## config.mk

```make
export PLATFORM = sky130hd
export DESIGN_NAME = i2s_sender_lane
export DESIGN_NICKNAME = d
export VERILOG_FILES = /design/src/rtl/i2s_pkg.sv /design/src/rtl/i2s_tx_sample_fifo.sv /design/src/rtl/i2s_sender_lane.sv
export SDC_FILE = /design/constraint.sdc
export NUM_CORES = 1
export LEC_CHECK = 0
export BUFFER_PORTS_ARGS = -buffer_cell sky130_fd_sc_hd__buf_2
export CORE_UTILIZATION = 35
export DETAILED_ROUTE_END_ITERATION = 10
export PLACE_DENSITY_LB_ADDON = 0.15
export SKIP_LAST_GASP = 1
export SLEW_MARGIN = 5
export SYNTH_ARGS = -nofsm -noshare
export SYNTH_HDL_FRONTEND = slang
export SYNTH_SLANG_ARGS = --single-unit
```

## constraint.sdc

```tcl
create_clock -name clk -period 3.1 [get_ports clk]
set_input_delay 0.31 -clock clk [delete_from_list [all_inputs] [get_ports clk]]
set_output_delay 0.31 -clock clk [all_outputs]
set_load 0.02 [all_outputs]
```

## src/rtl/i2s_pkg.sv

```systemverilog
// -----------------------------------------------------------------------------
// i2s_pkg
// Shared constants for the single-lane I2S sender: default sample width, slot
// length and bit-clock divider, the AXI4-Stream data width, and the width of
// one sample-FIFO entry ({tlast, sample}).
// -----------------------------------------------------------------------------
package i2s_pkg;

    localparam int unsigned I2S_DATA_WIDTH   = 24;
    localparam int unsigned I2S_SLOT_BITS    = 32;
    localparam int unsigned I2S_BCLK_DIV     = 2;
    localparam int unsigned I2S_TDATA_WIDTH  = 32;
    localparam int unsigned I2S_FIFO_ENTRY_W = I2S_DATA_WIDTH + 1;

endpackage : i2s_pkg

```

## src/rtl/i2s_tx_sample_fifo.sv

```systemverilog
// -----------------------------------------------------------------------------
// i2s_tx_sample_fifo
// Two-entry sample buffer between the AXI4-Stream slave and the serialiser.
// Full/empty are flops updated from the next occupancy, so the upstream
// tready is a registered signal.
//
// Ports:
//   clk, rst      clock, asynchronous active-high reset
//   push_i        write request (ignored while full)
//   push_data_i   entry to write
//   pop_i         read request (ignored while empty)
//   pop_data_o    head entry (valid while not empty)
//   full_o        both entries occupied
//   empty_o       no entry occupied
// -----------------------------------------------------------------------------
module i2s_tx_sample_fifo
    import i2s_pkg::*;
#(
    parameter int unsigned WIDTH = I2S_FIFO_ENTRY_W
) (
    input  logic             clk,
    input  logic             rst,
    input  logic             push_i,
    input  logic [WIDTH-1:0] push_data_i,
    input  logic             pop_i,
    output logic [WIDTH-1:0] pop_data_o,
    output logic             full_o,
    output logic             empty_o
);

    logic [WIDTH-1:0] mem_q [2];
    logic [WIDTH-1:0] mem_d [2];
    logic             wr_ptr_q, wr_ptr_d;
    logic             rd_ptr_q, rd_ptr_d;
    logic [1:0]       count_q, count_d;
    logic             full_q, full_d;
    logic             empty_q, empty_d;
    logic             do_push;
    logic             do_pop;

    assign do_push = push_i & ~full_q;
    assign do_pop  = pop_i & ~empty_q;

    // Next-state: write at wr_ptr, advance pointers, recompute flags.
    always_comb begin
        mem_d    = mem_q;
        wr_ptr_d = wr_ptr_q;
        rd_ptr_d = rd_ptr_q;
        if (do_push) begin
            mem_d[wr_ptr_q] = push_data_i;
            wr_ptr_d        = ~wr_ptr_q;
        end
        if (do_pop) begin
            rd_ptr_d = ~rd_ptr_q;
        end
        count_d = count_q + 2'(do_push) - 2'(do_pop);
        full_d  = (count_d == 2'd2);
        empty_d = (count_d == 2'd0);
    end

    always_ff @(posedge clk or posedge rst) begin
        if (rst) begin
            mem_q    <= '{default: '0};
            wr_ptr_q <= 1'b0;
            rd_ptr_q <= 1'b0;
            count_q  <= 2'd0;
            full_q   <= 1'b0;
            empty_q  <= 1'b1;
        end else begin
            mem_q    <= mem_d;
            wr_ptr_q <= wr_ptr_d;
            rd_ptr_q <= rd_ptr_d;
            count_q  <= count_d;
            full_q   <= full_d;
            empty_q  <= empty_d;
        end
    end

    assign pop_data_o = mem_q[rd_ptr_q];
    assign full_o     = full_q;
    assign empty_o    = empty_q;

endmodule : i2s_tx_sample_fifo

```

## src/rtl/i2s_sender_lane.sv

```systemverilog
// -----------------------------------------------------------------------------
// i2s_sender_lane
// Single-lane Philips I2S transmitter. Samples arrive on an AXI4-Stream slave,
// are buffered in a two-entry FIFO and shifted out MSB-first, one bit after
// each lrclk edge, changing on bclk falling edges.
//
// Ports:
//   clk, rst           clock, asynchronous active-high reset
//   enable             run the serialiser; low parks all serial state at reset
//   s_axis_tvalid/tdata/tlast/tready
//                      sample stream; tdata[DATA_WIDTH-1:0] used, tlast marks
//                      the right-channel sample
//   i2s_sender_bclk    bit clock
//   i2s_sender_lrclk   word select (0 = left, 1 = right)
//   i2s_sender_sdata   serial data
//   underrun           sticky: a slot was loaded from an empty FIFO
//   misalign           sticky: popped tlast disagreed with the slot channel
//   err_clr            pulse clearing both sticky flags (a set in the same
//                      cycle wins)
//   frame_cnt          number of right-slot loads, wrapping
// -----------------------------------------------------------------------------
module i2s_sender_lane
    import i2s_pkg::*;
#(
    parameter int unsigned DATA_WIDTH = I2S_DATA_WIDTH,
    parameter int unsigned SLOT_BITS  = I2S_SLOT_BITS,
    parameter int unsigned BCLK_DIV   = I2S_BCLK_DIV
) (
    input  logic                       clk,
    input  logic                       rst,
    input  logic                       enable,
    input  logic                       s_axis_tvalid,
    input  logic [I2S_TDATA_WIDTH-1:0] s_axis_tdata,
    input  logic                       s_axis_tlast,
    output logic                       s_axis_tready,
    output logic                       i2s_sender_bclk,
    output logic                       i2s_sender_lrclk,
    output logic                       i2s_sender_sdata,
    output logic                       underrun,
    output logic                       misalign,
    input  logic                       err_clr,
    output logic [15:0]                frame_cnt
);

    localparam int unsigned ENTRY_W = DATA_WIDTH + 1;
    localparam int unsigned DIV_W   = (BCLK_DIV > 1) ? $clog2(BCLK_DIV) : 1;
    localparam int unsigned BIT_W   = $clog2(SLOT_BITS);
    localparam int unsigned PAD_W   = SLOT_BITS - DATA_WIDTH;

    logic [DIV_W-1:0]     div_q, div_d;
    logic [BIT_W-1:0]     bit_q, bit_d;
    logic                 bclk_q, bclk_d;
    logic                 lrclk_q, lrclk_d;
    logic                 sdata_q, sdata_d;
    logic [SLOT_BITS-1:0] shifter_q, shifter_d;
    logic                 underrun_q, underrun_d;
    logic                 misalign_q, misalign_d;
    logic [15:0]          frame_q, frame_d;

    logic                  fe_c;
    logic                  fifo_pop_c;
    logic                  underrun_set_c;
    logic                  misalign_set_c;
    logic [ENTRY_W-1:0]    fifo_rd_data;
    logic                  fifo_full;
    logic                  fifo_empty;
    logic                  rd_last;
    logic [DATA_WIDTH-1:0] rd_sample;

    // Only the low DATA_WIDTH bits of tdata carry audio.
    generate
        if (DATA_WIDTH < I2S_TDATA_WIDTH) begin : g_tdata_hi
            logic unused_tdata_hi;
            assign unused_tdata_hi = ^s_axis_tdata[I2S_TDATA_WIDTH-1:DATA_WIDTH];
        end
    endgenerate

    i2s_tx_sample_fifo #(
        .WIDTH (ENTRY_W)
    ) u_fifo (
        .clk         (clk),
        .rst         (rst),
        .push_i      (s_axis_tvalid),
        .push_data_i ({s_axis_tlast, s_axis_tdata[DATA_WIDTH-1:0]}),
        .pop_i       (fifo_pop_c),
        .pop_data_o  (fifo_rd_data),
        .full_o      (fifo_full),
        .empty_o     (fifo_empty)
    );

    assign rd_last   = fifo_rd_data[DATA_WIDTH];
    assign rd_sample = fifo_rd_data[DATA_WIDTH-1:0];

    // Divider, slot/bit counters, shifter load/shift and flag set events.
    always_comb begin
        div_d          = div_q;
        bit_d          = bit_q;
        bclk_d         = bclk_q;
        lrclk_d        = lrclk_q;
        sdata_d        = sdata_q;
        shifter_d      = shifter_q;
        frame_d        = frame_q;
        fe_c           = 1'b0;
        fifo_pop_c     = 1'b0;
        underrun_set_c = 1'b0;
        misalign_set_c = 1'b0;

        if (!enable) begin
            // Park serial state so re-enable starts a fresh left slot.
            div_d     = '0;
            bit_d     = BIT_W'(SLOT_BITS - 1);
            bclk_d    = 1'b0;
            lrclk_d   = 1'b1;
            sdata_d   = 1'b0;
            shifter_d = '0;
        end else begin
            if (div_q == DIV_W'(BCLK_DIV - 1)) begin
                div_d  = '0;
                bclk_d = ~bclk_q;
                fe_c   = bclk_q;
            end else begin
                div_d = div_q + DIV_W'(1);
            end

            if (fe_c) begin
                bit_d = (bit_q == BIT_W'(SLOT_BITS - 1)) ? '0 : bit_q + BIT_W'(1);
                if (bit_d == '0) begin
                    // Slot boundary: lrclk flips, one-bit I2S delay slot.
                    lrclk_d   = ~lrclk_q;
                    sdata_d   = 1'b0;
                    shifter_d = shifter_q << 1;
                end else if (bit_d == BIT_W'(1)) begin
                    fifo_pop_c = 1'b1;
                    if (fifo_empty) begin
                        shifter_d      = '0;
                        underrun_set_c = 1'b1;
                    end else begin
                        shifter_d      = {rd_sample, {PAD_W{1'b0}}};
                        misalign_set_c = (rd_last != lrclk_q);
                    end
                    sdata_d = shifter_d[SLOT_BITS-1];
                    if (lrclk_q) begin
                        frame_d = frame_q + 16'd1;
                    end
                end else begin
                    shifter_d = shifter_q << 1;
                    sdata_d   = shifter_d[SLOT_BITS-1];
                end
            end
        end

        underrun_d = (underrun_q & ~err_clr) | underrun_set_c;
        misalign_d = (misalign_q & ~err_clr) | misalign_set_c;
    end

    always_ff @(posedge clk or posedge rst) begin
        if (rst) begin
            div_q      <= '0;
            bit_q      <= BIT_W'(SLOT_BITS - 1);
            bclk_q     <= 1'b0;
            lrclk_q    <= 1'b1;
            sdata_q    <= 1'b0;
            shifter_q  <= '0;
            underrun_q <= 1'b0;
            misalign_q <= 1'b0;
            frame_q    <= '0;
        end else begin
            div_q      <= div_d;
            bit_q      <= bit_d;
            bclk_q     <= bclk_d;
            lrclk_q    <= lrclk_d;
            sdata_q    <= sdata_d;
            shifter_q  <= shifter_d;
            underrun_q <= underrun_d;
            misalign_q <= misalign_d;
            frame_q    <= frame_d;
        end
    end

    assign s_axis_tready    = ~fifo_full;
    assign i2s_sender_bclk  = bclk_q;
    assign i2s_sender_lrclk = lrclk_q;
    assign i2s_sender_sdata = sdata_q;
    assign underrun         = underrun_q;
    assign misalign         = misalign_q;
    assign frame_cnt        = frame_q;

endmodule : i2s_sender_lane

```

==> metrics.yaml, run 1 <==
status:
  status: "complete, no violations"
setup_path:
  crit_fanout: 8
  critPathMaxStageDelay_ns: 0.59
  worstPathCellList: "ha_1 -> and3_1 -> ha_1 -> nor3b_1 -> o21ai_2 -> or3_1 -> inv_2 -> ha_1 -> inv_1 -> ha_1 -> xnor2_1 -> xnor2_1 -> nor2b_1"
  crit_arrival_ns: 3.16
  slowest_stage: "dfstp_2"
  worst-endpoint-required_ns: 3.38
  critPathLaunchType: "flop"
  cpMostUsedCell: "ha_1"
  cp-end-kind: "flop"
  critical_path_class: "reg -> reg"
grt:
  antenna_found_initial: 0
  grt_pass1_vias: 3389
  overflow: 0
  grt_pass1_wl_um: 17000
  grt_max_degree: 62
  grt_usage_pct: 15.1
pwr:
  ir_drop_mv: 0.382
  power_leakage_nw: 2.55
  power_density_nw_per_um2: 671
placement:
  pre_cts_ws_ns: 0.206
  portBuffers: 51
  dp_cells: 615
  dpl_cell_area_um2: 5390
  gp_congestion: 0.769
  hpwl_um: 6310
logic_synthesis:
  ys_seq_elements: 106
  synth_common_cells: "dfrtp_1, mux2_1, nand3_1"
  synth_cell_types: 39
  syn_nets: 448
  synth-xor-area-share_pct: 4.26
  synthArstFlopShare_pct: 100
  synthMuxAreaShare_pct: 16.9
  netlist_area_um2: 4940
  synth_top_area_share_pct: 50.2
  yosysWarnings: 0
  synth_most_common_cell: "dfrtp_1"
  syn_inst: 403
  synth_compound_area_share_pct: 7.75
  ys.flop_type: "dfrtp_1"
  synth_edf_count: 0
  avgSynthCellArea_um2: 12.3
  yosys.area_share.adder_pct: 1.77
  synth-simple-area-share_pct: 11.7
  yosysSeqAreaShare_pct: 53.9
  synth_area_leaders: "dfrtp_1, mux2_1, mux2i_1"
  synth_top_area_cell: "dfrtp_1"
  synth_top_family_by_area: "multiplexers"
layout:
  layout-drive-gt1-share_pct: 22.6
  final_cell_area_um2: 5650
  instances_no_fill: 631
  nets: 491
  syn2layout_area_growth_pct: 14.5
  post-route-util_pct: 40.9
  n_antenna_cell: 0
timing:
  layout_setup_ws_ns: 0.219
  timing.final.crit_share_pct: 92.9
  setup-tns-final_ns: 0
  finalCriticalPeriod_ns: 2.88
  slew_violations: 0
  slew_headroom_pct: 48.7
  grt_setup_unrepaired: "no"
  worstMarginPinSlew_ns: 0.769
  clock-skew-final_ns: 0.00725
  finalSetupViolCount: 0
  max_freq_mhz: 347
  hold_violations: 0
floorplan:
  dieArea_um2: 14600
  num_rows: 43
  pin_count: 60
  die_y_um: 121
  die_w_um: 121
  core-area_um2: 13800
  start_util_pct: 35.7
flow_run:
  max_cap_violations: 0
detailed_routing:
  postRouteAntennaNets: 0
  route.vias.total: 3243
  via_per_inst: 5.14
  drtPass1Iterations: 4
  wire_per_inst_um: 15.6
  finalWirelength_um: 9870
  drc: 0
  drtIter0Drc: 174
clocking:
  cts.sinks: 106
  clockRootBuffer: "clkbuf_16"
  cts_tree: "yes"
  ctsResizeCount: 0
  htreeDepth: 3
  cts_buffers: 9
  cts_max_path_buffers: 2
  hold_buffers: 0
  clock_latency_ns: 0.35
  cts_setup_buffers: 0
  clk_pin_slew_ns: 0.07
min_path:
  hold_path_class: "in -> async"
metal layers:
layer	share of wire [%]	global-route usage, %
met5	0	0
met2	48	24.4
met3	4.6	4.76
met1	46	19.4
met4	1.2	4.17
critical path: cells and delay by family, from the launching register on:
| family | cells | cell delay [ns] |
|---|---|---|
| flops | 1 | 0.59 |
| simple gates | 4 | 0.93 |
| compound gates | 1 | 0.09 |
| xor+xnor | 2 | 0.31 |
| buf+inv | 2 | 0.12 |
| fa+ha+maj | 4 | 0.77 |
cell families after synthesis:
kind of cell	count (synthesis)
AND/OR/NAND/NOR	105
adder cells (fa/ha/maj)	7
flip-flops	106
XOR/XNOR	24
buffers and inverters	43
multiplexers	77
AO/OA/AOI/OAI	41
flip-flops by register name, summed over array words and instances, names as in the netlist, 2 cells and up:
name and cells:
bit_q 5, frame_cnt 16, u_fifo.mem_q 50, u_fifo.count_q 2
shifter_q 23
power breakdown:
| group | switching, mW | internal, mW | leakage, nW |
|---|---|---|---|
| Sequential | 0.179 | 1.77 | 1.32 |
| Clock | 0.485 | 0.570 | 0.131 |
| Combinational | 0.400 | 0.394 | 1.09 |
area by class of cell:
cell class	count	area, um^2
Clock inverter	2	13.8
Fill cell	1314	8170
Inverter	14	55.1
Multi-Input combinational cell	254	2100
Clock buffer	14	254
Tap cell	180	225
Timing Repair Buffer	61	343
Sequential cell	106	2660
placed cells by master, fill, tap and decap left out, drive strengths merged, types with 3 or more instances in the layout:
master,netlist,layout
buf,9,61
clkbuf,20,14
dfrtp,99,99
dfstp,7,7
ha,7,7
inv,14,15
mux2,51,51
mux2i,26,26
nand2,15,15
nand3,32,32
nand4,24,24
nor2,4,4
nor2b,4,4
nor4,12,12
o211a,3,3
o211ai,24,24
o21ai,5,5
or3,3,3
xnor2,7,7
xor2,17,17
final timing paths:
| path | startpoint | end | slack (ns) | cells past startpoint |
|---|---|---|---|---|
| max | bit_q[0] | u_fifo.full_o | 0.22 | 13 |
| min | rst | u_fifo.mem_q[2] | 0.12 | 2 |
| max reg2reg | bit_q[0] | u_fifo.full_o | 0.22 | 13 |
| min reg2reg | u_fifo.mem_q[33] | u_fifo.mem_q[33] | 0.48 | 1 |
| max in group asynchronous | rst | bit_q[2] | 2.20 | 3 |
| min in group clk | err_clr | misalign | 0.17 | 2 |
metrics by stage:
stage	power [mW]	hold slack [ns]
2_1_floorplan	2.56	0.409
3_3_place_gp	2.75	0.453
3_5_place_dp	2.80	0.473
4_1_cts	3.87	0.144
5_1_grt	4.04	0.165
6_report	3.79	0.116
Power figures use the tool's default switching activity.
==> run 2: changes to the inputs <==
CORE_MARGIN = 4   (was not set)
clock period = 2.4 ns   (was 3.1 ns; I/O delays follow)
==> metrics.yaml, run 2 (synthesis results as in run 1) <==
status:
  status: "finished, violations left"
  violations: "setup timing"
setup_path:
  crit_path_start: "bit_q[1]"
  critPathLaunchType: "flop"
  critical_path_class: "reg -> reg"
  crit_fanout: 3
  worst-endpoint-required_ns: 2.68
  cp-end-kind: "flop"
  r2r-start: "bit_q[1]"
  crit_arrival_ns: 2.92
floorplan:
  start_util_pct: 35.7
  pin_count: 60
  num_rows: 43
  dieArea_um2: 16100
  die_w_um: 127
  core-area_um2: 13800
  die_y_um: 127
clocking:
  clockRootBuffer: "clkbuf_16"
  cts_max_path_buffers: 2
  clk_pin_slew_ns: 0.07
  htreeDepth: 3
  cts_tree: "yes"
  cts_buffers: 9
  clock_latency_ns: 0.35
  cts.sinks: 106
detailed_routing:
  wire_per_inst_um: 16.4
  finalWirelength_um: 10500
  postRouteAntennaNets: 0
  route.vias.total: 3273
  drtIter0Drc: 216
  drtPass1Iterations: 4
  drc: 0
  via_per_inst: 5.11
layout:
  seq_area_um2: 2660
  nets: 500
  layout-drive-gt1-share_pct: 27.6
  largest_reg_flops: 50
  n_antenna_cell: 0
  syn2layout_area_growth_pct: 18.4
  final_common_cell: "dfrtp_1"
  top_register: "u_fifo.mem_q"
  multi_input_area_um2: 2210
  final_cell_mix: "dfrtp_1, mux2_1, buf_2"
  fill_cells: 1286
timing:
  setup-tns-final_ns: -0.488
  max_freq_mhz: 379
  slew_violations: 0
  layout_setup_ws_ns: -0.239
  holdWs_ns: 0.0364
  worstMarginPinSlew_ns: 0.569
  clock-skew-final_ns: 0.00996
  finalCriticalPeriod_ns: 2.64
  finalSetupViolCount: 3
  slew_headroom_pct: 62.1
  grt_setup_unrepaired: "yes"
  hold_violations: 0
  timing.final.crit_share_pct: 110
grt:
  overflow: 0
  use_met1_pct: 19.0
  grt_pass1_vias: 3466
  grt_max_degree: 107
  grt_usage_pct: 13.9
  grt_pass1_wl_um: 17900
  met3_usage_pct: 4.17
  use_met2_pct: 21.8
  antenna_found_initial: 0
  busiest_layer: "met2"
pwr:
  p_comb_share_pct: 22.6
  p_seq_share_pct: 50.2
  power_leakage_nw: 2.60
  power_density_nw_per_um2: 860
  ir_drop_mv: 0.653
  power_frac_clock_pct: 27.2
  total_power_mw: 5.03
  internal-power_mw: 3.58
  switching_power_mw: 1.44
  netSwitchingFraction_pct: 28.7
min_path:
  hold_path_class: "in -> async"
placement:
  gp_congestion: 0.756
  portBuffers: 51
  hpwl_um: 6480
flow_run:
  max_cap_violations: 0
-- run 2: cell types whose count changed in the layout (fill, tap and decap cells not counted), moves of 2 or more --
cell | previous run | this run
nor4_2 | 0 | 5
nor4_1 | 12 | 7
ha_4 | 0 | 4
xnor2_1 | 7 | 5
xnor2_2 | 0 | 2
buf_4 | 9 | 17
ha_1 | 7 | 3
-- run 2: power groups by stage --
stage	sequential [mW]	clock (mW)	combinational, mW
finish	2.52	1.37	1.14
global route	2.58	1.50	1.30
CTS	2.53	1.41	1.17
detailed placement	2.56	0	1.16
global placement	2.54	0	1.12
floorplan	2.49	0	0.868
-- run 2: cell type report --
type                    count  share of cell area (%)
flip-flops and latches    106                    45.5
multi-input cells         254                    37.9
repair buffers             70                    7.24
clock buffers              12                    4.05
well taps                 180                    3.85
inverters                  14                    1.01
clock inverters             4                   0.471
-- run 2: timing repair --
action | 4_1_cts | 5_1_grt
gates resized for setup | 2 | 5
pin swaps | 5 | 1
endpoints found under the setup margin | 9 | 14
hold buffers | 0 | 0
buffers inserted | 0 | 0
-- run 2: final timing paths --
path                               endpoint  slack (ns)  depth (start not counted)
setup reg to reg              u_fifo.full_o       -0.24                         13
hold / removal             u_fifo.mem_q[27]        0.04                          3
setup / recovery              u_fifo.full_o       -0.24                         13
max in group asynchronous  u_fifo.mem_q[17]        1.93                          3
min in group clk                   misalign        0.09                          2
hold reg to reg               frame_cnt[15]        0.47                          1
-- run 2: stage by stage --
stage,setup slack (ns),instance area (um^2),util (%),cells
2_1_floorplan,-0.512,5020,-,403
3_3_place_gp,-0.283,5540,40.0,624
3_5_place_dp,-0.374,5540,40.0,624
4_1_cts,-0.263,5810,42.0,640
5_1_grt,-0.376,5840,42.3,640
6_report,-0.239,5840,42.3,640
-- run 2: per-layer routing --
metal	vias up	wire length (um)
li1	1563	-
met2	68	4960
met1	1636	4970
met4	0	105
met3	6	434
met5	-	0
-- run 2: critical path, cell delays in order, from the launching register on --
cell and delay [ns]:
dfstp_2 0.56, ha_4 0.14, and3_4 0.18, ha_4 0.20, nor3b_2 0.17, o21ai_2 0.08, or3_4 0.39, inv_4 0.06
ha_4 0.18, inv_2 0.06, ha_4 0.12, xnor2_2 0.12, xnor2_2 0.15, nor2b_1 0.16
==> run 3: changes to the inputs <==
BUFFER_PORTS_ARGS = not set   (was -buffer_cell sky130_fd_sc_hd__buf_2)
DONT_BUFFER_PORTS = 1   (was not set)
==> metrics.yaml, run 3 (synthesis results as in run 1) <==
status:
  status: "finished, violations left"
  violations: "setup timing"
clocking:
  cts_max_path_buffers: 2
  cts_buffers: 9
  clock_latency_ns: 0.35
  cts.sinks: 106
  clockRootBuffer: "clkbuf_16"
  cts_tree: "yes"
  clk_pin_slew_ns: 0.07
  htreeDepth: 3
pwr:
  ir_drop_mv: 0.409
  power_leakage_nw: 2.43
  power_density_nw_per_um2: 887
layout:
  nets: 458
  syn2layout_area_growth_pct: 14.7
  fill_cells: 1306
  largest_reg_flops: 50
  final_cell_area_um2: 5660
  n_antenna_cell: 0
  layout-drive-gt1-share_pct: 18.9
  final_common_cell: "dfrtp_1"
  top_register: "u_fifo.mem_q"
  final_cell_mix: "dfrtp_1, mux2_1, nand3_1"
grt:
  grt_pass1_wl_um: 18100
  use_met1_pct: 18.7
  use_met2_pct: 22.6
  antenna_found_initial: 0
  grt_usage_pct: 14.3
  grt_max_degree: 53
  grt_pass1_vias: 3407
  overflow: 0
  met3_usage_pct: 3.49
  busiest_layer: "met2"
placement:
  hpwl_um: 6790
  dpl_cell_area_um2: 5320
  portBuffers: 0
  pre_cts_ws_ns: -0.373
  gp_congestion: 0.747
timing:
  slew_headroom_pct: 54.3
  finalCriticalPeriod_ns: 2.64
  slew_violations: 0
  grt_setup_unrepaired: "yes"
  timing.final.crit_share_pct: 110
  hold_violations: 0
  layout_setup_ws_ns: -0.237
  clock-skew-final_ns: 0.00867
  max_freq_mhz: 379
  worstMarginPinSlew_ns: 0.683
  finalSetupViolCount: 3
detailed_routing:
  drtPass1Iterations: 4
  drc: 0
  route.vias.total: 3169
  postRouteAntennaNets: 0
  via_per_inst: 5.31
  drtIter0Drc: 109
  finalWirelength_um: 10600
  wire_per_inst_um: 17.8
setup_path:
  crit_fanout: 3
  worst-endpoint-required_ns: 2.68
  critical_path_class: "reg -> reg"
  cp-end-kind: "flop"
  critPathLaunchType: "flop"
  crit_arrival_ns: 2.92
floorplan:
  start_util_pct: 35.7
  num_rows: 43
  die_y_um: 127
  die_w_um: 127
  core-area_um2: 13800
  dieArea_um2: 16100
  pin_count: 60
flow_run:
  max_cap_violations: 0
min_path:
  hold_path_class: "in -> reg"
-- run 3: worst max-delay path: stages (launching register included) --
cell,delay (ns)
dfstp_2,0.56
ha_4,0.13
and3_4,0.17
ha_4,0.19
nor3b_2,0.17
o21ai_2,0.08
or3_4,0.39
inv_4,0.06
ha_4,0.19
inv_2,0.05
ha_4,0.12
xnor2_2,0.07
xnor2_2,0.20
nor2b_2,0.17
-- run 3: timing repair --
action / CTS / global route
hold endpoints to repair: 33 / 0
hold buffers: 4 / 0
gates resized for setup: 2 / 2
setup endpoints to repair: 8 / 4
cloned: 0 / 0
setup buffers: 0 / 1
pin swaps: 7 / 1
-- run 3: worst paths after layout --
kind / slack, ns / endpoint / start / depth (start not counted)
setup / recovery: -0.24 / u_fifo.full_o / bit_q[0] / 13
setup reg to reg: -0.24 / u_fifo.full_o / bit_q[0] / 13
min in group asynchronous: 0.47 / u_fifo.mem_q[27] / rst / 2
max in group asynchronous: 1.14 / u_fifo.mem_q[41] / rst / 3
hold / removal: 0.02 / u_fifo.mem_q[7] / s_axis_tdata[7] / 1
hold reg to reg: 0.48 / div_q / div_q / 1
-- run 3: final cells by class --
type	count	area, um^2	area share [%]
Tap cell	180	225	3.98
Clock buffer	11	243	4.29
Sequential cell	106	2660	47.0
Inverter	14	58.8	1.04
Clock inverter	4	27.5	0.486
Timing Repair Buffer	28	258	4.55
Multi-Input combinational cell	254	2190	38.7
-- run 3: where the power goes --
group	total (mW)	internal (mW)	switching (mW)
combinational	1.12	0.589	0.534
sequential	2.51	2.28	0.234
clock	1.38	0.729	0.654
-- run 3: stage by stage --
| step | hold slack, ns | power (mW) | setup TNS [ns] | utilization [%] | cells |
|---|---|---|---|---|---|
| floorplan | 0.339 | 3.36 | -1.58 | - | 403 |
| global placement | 0.233 | 3.60 | -0.751 | 38.5 | 577 |
| detailed placement | 0.257 | 3.66 | -0.881 | 38.5 | 577 |
| CTS | 0.0000683 | 5.09 | -0.467 | 40.8 | 596 |
| global route | 0.000226 | 5.38 | -0.845 | 41.0 | 597 |
| finish | 0.0170 | 5.02 | -0.596 | 41.0 | 597 |
-- run 3: routing by layer --
layer	vias to the layer above	share of wire (%)
li1	1480	-
met2	49	47
met5	-	0
met3	11	4.4
met4	0	2.0
met1	1629	46
